## config.mk

```make
export PLATFORM = sky130hd
export DESIGN_NAME = fp_expander
export DESIGN_NICKNAME = d
export VERILOG_FILES = /design/src/rtl/fp_pkg.sv /design/src/rtl/fp_sign_apply.sv /design/src/rtl/fp_expander.sv
export SDC_FILE = /design/constraint.sdc
export NUM_CORES = 1
export LEC_CHECK = 0
export ABC_CLOCK_PERIOD_IN_PS = 5100
export CAP_MARGIN = 20
export CORE_UTILIZATION = 55
export DETAILED_ROUTE_END_ITERATION = 8
export PLACE_DENSITY = 0.75
export SYNTH_ARGS = -nofsm -noshare
export SYNTH_HDL_FRONTEND = slang
export SYNTH_HIERARCHICAL = 1
export SYNTH_SLANG_ARGS = --single-unit
export TNS_END_PERCENT = 5
```

## constraint.sdc

```tcl
create_clock -name clk -period 5.1 [get_ports clk]
set_clock_uncertainty 0.05 [all_clocks]
set_input_delay 0.765 -clock clk [delete_from_list [all_inputs] [get_ports clk]]
set_output_delay 0.765 -clock clk [all_outputs]
set_load 0.05 [all_outputs]
```

## src/rtl/fp_pkg.sv

```systemverilog
// Shared definitions for the (S,E,F) floating-point sample compressor/expander pair.
package fp_pkg;

  localparam int FP_EXP_W  = 3;
  localparam int FP_FRAC_W = 4;
  localparam int FP_DATA_W = 12;

  typedef enum logic [1:0] {
    ST_IDLE,
    ST_SHIFT,
    ST_FIN,
    ST_OUT
  } fp_state_t;

  typedef struct packed {
    logic                 s;
    logic [FP_EXP_W-1:0]  e;
    logic [FP_FRAC_W-1:0] f;
  } fp_code_t;

endpackage

```

## src/rtl/fp_sign_apply.sv

```systemverilog
// Final reconstruction step: optional midpoint rounding, zero forcing, then sign application.
module fp_sign_apply
  import fp_pkg::*;
#(
  parameter int W = FP_DATA_W
) (
  input  logic [W-1:0]        mag,
  input  logic [FP_EXP_W-1:0] e,
  input  logic                f_zero,
  input  logic                s,
  input  logic                round_mid,
  output logic [W-1:0]        result
);

  logic [W-1:0] half;
  logic [W-1:0] m;

  always_comb begin
    half = '0;
    if (round_mid && (e != '0)) begin
      half = W'(1) << (e - FP_EXP_W'(1));
    end
    // A zero significand decodes to zero for any E or sign, so -0 never escapes.
    m      = f_zero ? '0 : (mag + half);
    result = s ? (~m + W'(1)) : m;
  end

endmodule

```

## src/rtl/fp_expander.sv

```systemverilog
// Iterative (S,E,F) -> 12-bit two's-complement expander; shifts the significand one bit per clock.
module fp_expander
  import fp_pkg::*;
#(
  parameter bit ROUND_MID = 1'b0,
  parameter int DATA_W    = FP_DATA_W
) (
  input  logic                 clk,
  input  logic                 rst_n,
  input  logic                 in_valid,
  output logic                 in_ready,
  input  logic                 in_s,
  input  logic [FP_EXP_W-1:0]  in_e,
  input  logic [FP_FRAC_W-1:0] in_f,
  output logic                 out_valid,
  input  logic                 out_ready,
  output logic [DATA_W-1:0]    out_data,
  output logic                 busy
);

  fp_state_t            state_q;
  fp_code_t             code_q;
  fp_code_t             in_code;
  logic [FP_EXP_W-1:0]  cnt_q;
  logic [DATA_W-1:0]    mag_q;
  logic                 out_valid_q;
  logic [DATA_W-1:0]    out_data_q;
  logic [DATA_W-1:0]    result_d;

  assign in_code = '{s: in_s, e: in_e, f: in_f};

  fp_sign_apply #(
    .W(DATA_W)
  ) u_sign_apply (
    .mag      (mag_q),
    .e        (code_q.e),
    .f_zero   (code_q.f == '0),
    .s        (code_q.s),
    .round_mid(ROUND_MID),
    .result   (result_d)
  );

  always_ff @(posedge clk) begin
    if (!rst_n) begin
      state_q     <= ST_IDLE;
      code_q      <= '0;
      cnt_q       <= '0;
      mag_q       <= '0;
      out_valid_q <= 1'b0;
      out_data_q  <= '0;
    end else begin
      case (state_q)
        ST_IDLE: begin
          if (in_valid) begin
            code_q  <= in_code;
            cnt_q   <= in_e;
            mag_q   <= DATA_W'(in_f);
            state_q <= ST_SHIFT;
          end
        end
        ST_SHIFT: begin
          // The cnt==0 pass costs one extra cycle, so SHIFT spans E+1 clocks.
          if (cnt_q != '0) begin
            mag_q <= mag_q << 1;
            cnt_q <= cnt_q - FP_EXP_W'(1);
          end else begin
            state_q <= ST_FIN;
          end
        end
        ST_FIN: begin
          out_data_q  <= result_d;
          out_valid_q <= 1'b1;
          state_q     <= ST_OUT;
        end
        ST_OUT: begin
          if (out_ready) begin
            out_valid_q <= 1'b0;
            state_q     <= ST_IDLE;
          end
        end
      endcase
    end
  end

  // Handshake flags are forced low for as long as reset is held.
  assign in_ready  = rst_n && (state_q == ST_IDLE);
  assign busy      = rst_n && (state_q != ST_IDLE);
  assign out_valid = out_valid_q;
  assign out_data  = out_data_q;

endmodule

```

==> summary.md <==
| Metric | Value |
|---|---|
| Outcome | finished clean |
| Wire length per cell | 13.2 um |
| Leakage | 1.22 nW |
| PD cells | 442 nW/um^2 |
| Syn. warnings | 6 |
| Fillers | 417 |
| Mux contribution to synthesized area | 10.4% |
| Initial DRC count | 92 |
| Proportion of layout cells with a drive suffix above 1 | 6.95% |
| Design area | 3080 um^2 |
| Max-Cap Viols | 0 |
| Reg-to-reg startpoint | code_q[1]$_SDFFE_PN0P_ |
| Maximum vdd drop | 0.243 mV |
| Ys flop type | dfxtp_1 |
| 1st-pass router iterations | 4 |
| Complex-gate fraction of the synthesized area | 17.6% |
| Post-cts sizing count | 0 |
| Tot Pwr | 1.36 mW |
| Gate Count Post-Synth | 311 |
| Via count of the first global-routing pass | 1996 |
| Clock latency on the worst-skew pair | 0.29 ns |
| Placed cell area | 2970 um^2 |
| Largest net degree at the start of global routing | 41 |
| Clock Sinks | 38 |
| Post-synthesis adder-cell area fraction | 8.15% |
| Die Wd | 72.1 um |
| Count leader, synth | dfxtp_1 |
| CP Class | in -> out |
| Sequential area share after synthesis | 28.2% |
| Ports | 27 |
| Mapped Area | 2700 um^2 |
| Worst-path cell chain | clkdlybuf4s50_1 -> buf_4 -> nor2b_1 -> clkdlybuf4s50_1 |
| Finish-stage setup viols | 0 |
| Endpoint class of the critical path | output pin |
| GPL Wtd Cong | 0.805 |
| Critical Path Source | rst_n |
| Area contributors post-synth | dfxtp_1 (28%), mux2i_1 (10%), ha_1 (7.4%) |
| Buffer and inverter count on the worst path | 3 |
| Clock buffer depth | 2 |
| Hpwl dp | 3.70 mm |
| Die footprint | 5200 um^2 |
| Die height | 72.1 um |
| Slew Limit Fails | 0 |
| Main combinational cell family by area after synthesis | simple AND/OR/NAND/NOR gates |
| Most used cell, CP | clkdlybuf4s50_1 |
| Simple-Gate Fraction of Synth Area | 27.0% |
| Worst rel slew slack | 27.3% |
| CP top delay family | buffers and inverters |
| CP Launch Type | primary input |
| Area leader, netlist | dfxtp_1 |
| Worst-Margin Slew | 1.09 ns |
| Synth Area in XOR/XNOR | 3.24% |
| Diode count | 0 |
| Core Util, Final | 65.2% |
| HP Class | reg -> reg |
| Vias post-DR | 2158 |
| Tcrit/Tclk final | 66.7% |
| Hold Fails Final Rpt | 0 |
| Clock transition at path regs | 0.07 ns |
| CTS root buf | clkbuf_8 |
| Crit path largest cell delay | 0.82 ns |
| Synth cell count leaders | dfxtp_1 (38), nor2b_1 (28), mux2i_1 (27) |
| CP max FO | 40 |
| Row count | 25 |
| Worst EP arrival | 2.59 ns |
| Top-area cell type share of the netlist area | 28.2% |
| CP max-delay cell | clkdlybuf4s50_1 |
| TritonCTS clock tree | done |
| Total GRT Usage | 21.8% |
| Detailed-route DRC error count | 0 |
| Cts bufs inserted | 5 |
| HP Start | code_q[3]$_SDFFE_PN0P_ |
| Ys async rst share | 0% |
| Total gr overflow | 0 |
| CP required | 4.28 ns |
| DR vias/cell | 5.42 |
| Post-synthesis sequential element count | 38 |
| # hold bufs at CTS | 0 |
| Port Buffers | 26 |
| Number of synthesized flops with an enable pin | 0 |
| Sum Neg Setup Slack | 0 ns |
| RSZ-0062 raised after global routing | no |
| Initial antenna violation count | 0 |
| Max Fclk | 294 MHz |
| Number of H-tree levels | 2 |
| Core area | 4720 um^2 |
| Post-synth cell types | 60 |
| Synth-to-Final Area Change | 14.0% |
| Antenna viol nets, final | 0 |
| Min Tclk post-route | 3.40 ns |
| First-pass GRT wire length | 8.99 mm |
| Fin nets | 360 |
| Setup Buffers After CTS | 0 |
| Syn avg cell area | 8.69 um^2 |
| Starting Density | 57.2% |
| Drt total wl | 5.26 mm |
## placed cells by master (no fill, tap or decap), types with 2 or more instances in the layout
master | netlist | layout
or3_1 | 4 | 4
nor3_1 | 3 | 3
clkdlybuf4s50_1 | 0 | 26
inv_1 | 10 | 10
o21ai_0 | 5 | 5
dfxtp_1 | 38 | 38
a41oi_1 | 2 | 2
buf_4 | 0 | 2
a21oi_1 | 11 | 11
mux2i_1 | 27 | 27
a311o_1 | 2 | 2
o21a_1 | 2 | 2
a21boi_0 | 8 | 8
o21ai_1 | 7 | 7
a21o_1 | 2 | 2
o41ai_2 | 2 | 2
o211a_1 | 4 | 4
nor3b_1 | 2 | 2
clkbuf_8 | 0 | 6
nand3b_1 | 2 | 2
a21boi_1 | 2 | 2
a211o_1 | 2 | 2
xnor2_1 | 6 | 6
nor2b_1 | 28 | 28
nor2_1 | 21 | 21
nor4b_1 | 2 | 2
conb_1 | 2 | 3
nand2_1 | 24 | 24
xor2_1 | 4 | 4
and2_1 | 12 | 12
nand3_1 | 9 | 9
ha_1 | 16 | 16
nand2b_1 | 8 | 8
## flip-flops by register name (all words and copies together), names as in the netlist
| name | cells |
|---|---|
| out_valid | 1 |
| out_data | 12 |
| cnt_q | 3 |
| state_q | 2 |
| mag_q | 12 |
| code_q | 8 |
## kinds of logic (layout without fill, tap and decap cells)
kind of cell	after synthesis	count (layout)
mux	28	28
compound gates	62	62
buf+inv	26	45
flops	38	38
simple gates	128	128
xor+xnor	10	10
other cells	2	3
fa+ha+maj	17	17
## where the power goes
part           leakage [nW]  switching, mW  internal [mW]
Combinational         0.851          0.413          0.296
Sequential            0.309         0.0415          0.346
Clock                0.0573          0.109          0.157
## path summary, 6_finish.rpt
kind	slack [ns]	cells past startpoint	endpoint
max	1.70	4	busy
min	0.43	2	code_q[3]$_SDFFE_PN0P_
max reg2reg	2.17	9	out_data[10]$_SDFFE_PN0P_
min reg2reg	0.43	2	code_q[3]$_SDFFE_PN0P_
## final cells by class
class,count,area [um^2],share of cell area [%]
Inverter,10,37.5,1.22
Timing Repair Buffer,28,275,8.94
Multi-Input combinational cell,248,1810,58.8
Tap cell,67,83.8,2.72
Sequential cell,38,761,24.7
Clock buffer,6,82.6,2.68
Clock inverter,1,30.0,0.975
## worst min-delay path: stages (launching register included)
cell,delay (ns)
dfxtp_1,0.32
nand2_1,0.05
a21boi_0,0.07
## stage by stage
stage / cells / worst slack [ns] / hold slack (ns)
6_report: 398 / 1.70 / 0.435
5_1_grt: 398 / 1.64 / 0.461
4_1_cts: 398 / 1.70 / 0.437
3_5_place_dp: 391 / 1.70 / 0.427
3_3_place_gp: 391 / 1.76 / 0.415
2_1_floorplan: 312 / 2.41 / 0.393
## layer usage
layer  part of all wire (%)  GRT usage [%]
met1                     49           28.3
met3                    2.6           3.33
met5                      0              0
met2                     47           36.6
met4                    1.4           8.06
Note: power is estimated with default switching activity, not from simulation.
